## src/rtl/sha256_pkg.sv

```systemverilog
// Shared SHA-256 constants, controller state encoding and bit-mixing helpers.
// Only the package lives here; the datapath and sequencing live in the modules.
package sha256_pkg;

   localparam int WORD_W     = 32;
   localparam int ROUNDS_STD = 64;
   localparam int RND_W      = 6;

   typedef enum logic [1:0] {IDLE, ROUND, FINAL} state_t;

   localparam logic [255:0] IV = {
      32'h6a09e667, 32'hbb67ae85, 32'h3c6ef372, 32'ha54ff53a,
      32'h510e527f, 32'h9b05688c, 32'h1f83d9ab, 32'h5be0cd19};

   localparam logic [WORD_W-1:0] K [ROUNDS_STD] = '{
      32'h428a2f98, 32'h71374491, 32'hb5c0fbcf, 32'he9b5dba5, 32'h3956c25b, 32'h59f111f1, 32'h923f82a4, 32'hab1c5ed5,
      32'hd807aa98, 32'h12835b01, 32'h243185be, 32'h550c7dc3, 32'h72be5d74, 32'h80deb1fe, 32'h9bdc06a7, 32'hc19bf174,
      32'he49b69c1, 32'hefbe4786, 32'h0fc19dc6, 32'h240ca1cc, 32'h2de92c6f, 32'h4a7484aa, 32'h5cb0a9dc, 32'h76f988da,
      32'h983e5152, 32'ha831c66d, 32'hb00327c8, 32'hbf597fc7, 32'hc6e00bf3, 32'hd5a79147, 32'h06ca6351, 32'h14292967,
      32'h27b70a85, 32'h2e1b2138, 32'h4d2c6dfc, 32'h53380d13, 32'h650a7354, 32'h766a0abb, 32'h81c2c92e, 32'h92722c85,
      32'ha2bfe8a1, 32'ha81a664b, 32'hc24b8b70, 32'hc76c51a3, 32'hd192e819, 32'hd6990624, 32'hf40e3585, 32'h106aa070,
      32'h19a4c116, 32'h1e376c08, 32'h2748774c, 32'h34b0bcb5, 32'h391c0cb3, 32'h4ed8aa4a, 32'h5b9cca4f, 32'h682e6ff3,
      32'h748f82ee, 32'h78a5636f, 32'h84c87814, 32'h8cc70208, 32'h90befffa, 32'ha4506ceb, 32'hbef9a3f7, 32'hc67178f2};

   function automatic logic [WORD_W-1:0] rotr(input logic [WORD_W-1:0] x, input int n);
      return (x >> n) | (x << (WORD_W - n));
   endfunction

   function automatic logic [WORD_W-1:0] big_sigma0(input logic [WORD_W-1:0] x);
      return rotr(x, 2) ^ rotr(x, 13) ^ rotr(x, 22);
   endfunction

   function automatic logic [WORD_W-1:0] big_sigma1(input logic [WORD_W-1:0] x);
      return rotr(x, 6) ^ rotr(x, 11) ^ rotr(x, 25);
   endfunction

   function automatic logic [WORD_W-1:0] small_sigma0(input logic [WORD_W-1:0] x);
      return rotr(x, 7) ^ rotr(x, 18) ^ (x >> 3);
   endfunction

   function automatic logic [WORD_W-1:0] small_sigma1(input logic [WORD_W-1:0] x);
      return rotr(x, 17) ^ rotr(x, 19) ^ (x >> 10);
   endfunction

endpackage

```

## src/rtl/sha256_round.sv

```systemverilog
// One SHA-256 compression round, purely combinational: working regs in, next working regs out.
// Zero latency; no flow control.
module sha256_round
   import sha256_pkg::*;
(
   input  logic [WORD_W-1:0] a,
   input  logic [WORD_W-1:0] b,
   input  logic [WORD_W-1:0] c,
   input  logic [WORD_W-1:0] d,
   input  logic [WORD_W-1:0] e,
   input  logic [WORD_W-1:0] f,
   input  logic [WORD_W-1:0] g,
   input  logic [WORD_W-1:0] h,
   input  logic [WORD_W-1:0] w,
   input  logic [WORD_W-1:0] k,
   output logic [WORD_W-1:0] next_a,
   output logic [WORD_W-1:0] next_b,
   output logic [WORD_W-1:0] next_c,
   output logic [WORD_W-1:0] next_d,
   output logic [WORD_W-1:0] next_e,
   output logic [WORD_W-1:0] next_f,
   output logic [WORD_W-1:0] next_g,
   output logic [WORD_W-1:0] next_h
);

   logic [WORD_W-1:0] ch, maj, t1, t2;

   assign ch  = (e & f) ^ (~e & g);
   assign maj = (a & b) ^ (a & c) ^ (b & c);
   assign t1  = h + big_sigma1(e) + ch + k + w;
   assign t2  = big_sigma0(a) + maj;

   assign next_a = t1 + t2;
   assign next_b = a;
   assign next_c = b;
   assign next_d = c;
   assign next_e = d + t1;
   assign next_f = e;
   assign next_g = f;
   assign next_h = g;

endmodule

```

## src/rtl/sha256_compress_ctrl.sv

```systemverilog
// Sequences one SHA-256 compression: load, NUM_ROUNDS rounds, feed-forward; done NUM_ROUNDS+2 cycles after start.
// start is only sampled in IDLE; requests arriving while busy are dropped, not queued.
module sha256_compress_ctrl
   import sha256_pkg::*;
#(
   parameter int NUM_ROUNDS = 64
) (
   input  logic         clk,
   input  logic         rst,
   input  logic         start,
   input  logic [255:0] midstate_in,
   input  logic [511:0] block_in,
   output logic         busy,
   output logic         done,
   output logic [255:0] digest_out
);

   state_t              state;
   logic [RND_W-1:0]    round;
   logic [255:0]        mid_r;
   logic [WORD_W-1:0]   a, b, c, d, e, f, g, h;
   logic [WORD_W-1:0]   na, nb, nc, nd, ne, nf, ng, nh;
   logic [WORD_W-1:0]   w [16];
   logic [WORD_W-1:0]   w_new;

   sha256_round u_round (
      .a(a), .b(b), .c(c), .d(d), .e(e), .f(f), .g(g), .h(h),
      .w(w[0]), .k(K[round]),
      .next_a(na), .next_b(nb), .next_c(nc), .next_d(nd),
      .next_e(ne), .next_f(nf), .next_g(ng), .next_h(nh)
   );

   // W[15] becomes W[t+16]; for t<16 the value is simply never consumed early.
   assign w_new = small_sigma1(w[14]) + w[9] + small_sigma0(w[1]) + w[0];

   always_ff @(posedge clk) begin
      if (rst) begin
         state      <= IDLE;
         round      <= '0;
         busy       <= 1'b0;
         done       <= 1'b0;
         digest_out <= '0;
         mid_r      <= '0;
         {a, b, c, d, e, f, g, h} <= '0;
         for (int i = 0; i < 16; i++) w[i] <= '0;
      end else begin
         done <= 1'b0;
         case (state)
            IDLE: begin
               if (start) begin
                  mid_r <= midstate_in;
                  {a, b, c, d, e, f, g, h} <= midstate_in;
                  for (int i = 0; i < 16; i++) w[i] <= block_in[511-32*i -: 32];
                  round <= '0;
                  busy  <= 1'b1;
                  state <= ROUND;
               end
            end
            ROUND: begin
               {a, b, c, d, e, f, g, h} <= {na, nb, nc, nd, ne, nf, ng, nh};
               for (int i = 0; i < 15; i++) w[i] <= w[i+1];
               w[15] <= w_new;
               round <= round + 1'b1;
               if (round == RND_W'(NUM_ROUNDS - 1)) state <= FINAL;
            end
            FINAL: begin
               digest_out <= {mid_r[255:224] + a, mid_r[223:192] + b,
                              mid_r[191:160] + c, mid_r[159:128] + d,
                              mid_r[127:96]  + e, mid_r[95:64]   + f,
                              mid_r[63:32]   + g, mid_r[31:0]    + h};
               done  <= 1'b1;
               busy  <= 1'b0;
               state <= IDLE;
            end
            default: state <= IDLE;
         endcase
      end
   end

endmodule
```

## config.mk

```make
export PLATFORM = sky130hd
export DESIGN_NAME = sha256_compress_ctrl
export DESIGN_NICKNAME = d
export VERILOG_FILES = /design/src/rtl/sha256_pkg.sv /design/src/rtl/sha256_round.sv /design/src/rtl/sha256_compress_ctrl.sv
export SDC_FILE = /design/constraint.sdc
export NUM_CORES = 2
export LEC_CHECK = 0
export CORE_MARGIN = 8
export CORE_UTILIZATION = 46
export CTS_CLUSTER_DIAMETER = 120
export DETAILED_ROUTE_END_ITERATION = 10
export PLACE_DENSITY = 0.68
export SLEW_MARGIN = 15
export SYNTH_ARGS = -nofsm -noshare
export SYNTH_HDL_FRONTEND = slang
export SYNTH_HIERARCHICAL = 1
export SYNTH_SLANG_ARGS = --single-unit
```

## constraint.sdc

```tcl
create_clock -name clk -period 24.8 [get_ports clk]
set_input_delay 3.72 -clock clk [delete_from_list [all_inputs] [get_ports clk]]
set_output_delay 3.72 -clock clk [all_outputs]
set_load 0.02 [all_outputs]
```

==> results.toml <==
[status]
status = "finished, final reports clean"

[clock_network]
post-cts-setup-buffers = 0
cts_resized = 0
cts_num_sinks = 1290
cts_root_buffer = "clkbuf_16"
cts_hold_buffers = 0
clockBufferDepth = 3
cts_buffers = 148
clk_latency_ns = 0.83
tritoncts = "built"
clk_pin_slew_ns = 0.06
htree_levels = 4

[synthesis]
synthTopCellsByArea = "dfxtp_1, edfxtp_1, nand2_1, a21oi_1, ha_1"
muxShareOfSynthArea_pct = 0.867
synth_xor_area_share_pct = 6.28
synth-simple-area-share_pct = 18.3
ys_async_sr_fraction_pct = 0
synth-compound-area-share_pct = 18.4
netlist_instances = 9599
ys_seq_area_share_pct = 38.6
avgSynthCellArea_um2 = 8.36
yosys_warnings = 6
synth_fa_ha_area_share_pct = 11.0
synth_nets = 10958
netlist.top_cell.by_area = "dfxtp_1"
synth_edf_count = 512
synth-seq-cells = 1290
synth_area_um2 = 80200
ys.flop_type = "dfxtp_1"
yosysTopAreaCellShare_pct = 19.4
yosys.cell_types.count = 102
synth_top_family_by_area = "compound AO/OA/AOI/OAI gates"

[sta]
slew_violations = 0
fmaxAchievable_mhz = 91.8
period_minus_slack_ns = 10.90
setup_tns_ns = 0
period_share_pct = 43.9
setup_violations = 0
fin_ws_ns = 13.90
slew_headroom_pct = 18.0
tightestPinTransition_ns = 1.23
finalHoldViolations = 0
fin_skew_ns = 0.0279
rsz0062_at_grt = "no"

[pwr]
p_int_mw = 7.74
p_seq_share_pct = 18.1
pwr-share-clk_pct = 14.2
p_leak_nw = 39.8
peakVddDrop_uv = 223
p_total_mw = 15.3
p_comb_share_pct = 67.6
p_per_area_nw_per_um2 = 160
p_switching_mw = 7.54
switching_share_pct = 49.3

[setup_path]
critical_path_class = "flip-flop to flip-flop"
crit_fanout = 30
arrival_ns = 11.63
cp-start-kind = "flip-flop"
cp_slowest_stage_delay_ns = 0.90
slowest_stage = "ha_1"
endpoint_kind = "flip-flop"
required_ns = 25.53

[global_route]
gr-total-overflow = 0
grt_pass1_vias = 70685
grt_pass1_wl_mm = 486
antenna_found_initial = 45
grt_use_total_pct = 34.7
grt_max_degree = 231

[finish]
layout-drive-gt1-share_pct = 3.86
multi_input_area_um2 = 44100
fin_cells = 12587
seq_area_um2 = 31000
num-fill-cells = 16116
syn2layout_area_growth_pct = 19.0
fin_nets = 11475
finish.utilization_pct = 55.0

[floorplanning]
rows = 153
core_um2 = 174000
die_area_um2 = 188000
initial_core_util_pct = 46.2
die_w_um = 434
io_pins = 1029
die_y_um = 434

[place]
io_buffers = 1028
dp_hpwl_mm = 268
placed_cells = 12291
globalplace.congestion = 0.987
pre_cts_slack_ns = 14.02

[routing]
drt-initial-drc-count = 8371
drc = 0
wirelength_mm = 343
first_pass_iters = 8
vias = 73490
viasPerCell = 5.84
wl_per_cell_um = 27.3
detail-route-antenna-nets = 0

[worst_hold_path]
hold_class = "flip-flop to flip-flop"

[run]
maxCapViolCount = 0
## cell families (layout without fill, tap and decap cells)
group | Yosys count | in the layout
AO/OA/AOI/OAI | 2394 | 2394
XOR/XNOR | 574 | 574
adder cells (fa/ha/maj) | 590 | 590
buffers and inverters | 1221 | 1844
flip-flops | 1290 | 1290
multiplexers | 59 | 59
other | 0 | 40
AND/OR/NAND/NOR | 3471 | 3471
## synthesized netlist by cell type, types with 32 or more instances
cell      count
a31oi_1      42
mux2_2       34
a22o_1      122
a21oi_1    1074
nor2_1      955
ha_1        393
nor4_1      233
clkbuf_1    500
dfxtp_1     778
nand2_1    1819
o21bai_1     56
a311oi_1     32
nor3_1       69
o31ai_1      32
o211ai_1     32
nand4_1      56
and3_1       40
o21a_1       43
nand3_1      96
edfxtp_1    512
fa_1        195
buf_4       192
nor2b_1      46
xor2_1      188
o21ai_1      66
xnor2_1     385
a211oi_1     40
inv_1       485
nand2b_1     51
a21o_1      249
o21ai_0     396
buf_1        38
## critical path, delay by kind of cell, from the launching register on
family	cells	cell delay (ns)
fa+ha+maj	8	3.87
xor+xnor	2	0.38
compound gates	17	3.94
simple gates	5	0.78
flops	1	0.30
buf+inv	7	1.54
## stage by stage
step	hold WS (ns)	instance area, um2
CTS	0.449	95400
floorplan	0.440	80200
finish	0.445	95500
global route	0.459	95500
detailed placement	0.441	90700
global placement	0.435	90700
## path summary, 6_finish.rpt
kind	startpoint	end	slack (ns)	depth (start not counted)
worst max-delay path	round[0]	a[30]	13.90	39
worst min-delay path	digest_out[122]	digest_out[122]	0.45	2
worst max register to register	round[0]	a[30]	13.90	39
worst min register to register	digest_out[122]	digest_out[122]	0.45	2
## area by class of cell
class / instances / share of cell area [%]
multi-input combinational: 7088 / 46.1
sequential: 1290 / 32.4
timing repair buffer: 1101 / 11.4
clock buffer: 198 / 4.32
tap: 2325 / 3.05
inverter: 487 / 1.91
clock inverter: 58 / 0.642
antenna: 40 / 0.105
## cells in the final DEF, fill, tap and decap left out, types with 20 or more instances in the layout
cell and n:
nor3_1 69, xor2_1 188, o31ai_1 32, o2111ai_1 20
o21ai_0 396, and3_1 40, clkdlybuf4s50_1 1027, nand2_1 1815
buf_4 68, edfxtp_1 512, mux2i_1 20, a21oi_1 1073
a21o_1 249, nor2b_1 45, nor4_1 233, clkbuf_1 28
xnor2_1 385, dfxtp_1 774, a31oi_1 42, o211ai_1 32
nand4_1 56, fa_1 195, diode_2 40, and2_1 20
nor2_1 951, o21a_1 43, inv_1 483, clkbuf_16 149
nand3_1 96, a22o_1 122, o21ai_1 65, mux2_2 34
nand2b_1 49, o21bai_1 56, clkbuf_8 21, a211oi_1 40
ha_1 393, a311oi_1 32
## power by group through the flow
stage | Sequential [mW] | Combinational (mW) | Clock [mW]
2_1_floorplan | 2.63 | 7.37 | 0
3_3_place_gp | 2.80 | 10.0 | 0
3_5_place_dp | 2.80 | 10.1 | 0
4_1_cts | 2.76 | 10.1 | 2.20
5_1_grt | 2.77 | 11.2 | 2.28
6_report | 2.77 | 10.3 | 2.17
## flip-flops by register name, indices dropped and copies added (netlist names)
register	flops
g	32
b	32
round	6
busy	1
h	32
c	32
a	32
w	512
state	2
f	32
d	32
digest_out	256
done	1
mid_r	256
e	32
## metal layers
layer / track usage, % / share of wire [%]
met4: 21.2 / 7.0
met1: 42.3 / 38
met2: 57.4 / 47
met3: 6.01 / 7.4
met5: 0 / 0.015
Power figures use the tool's default switching activity.
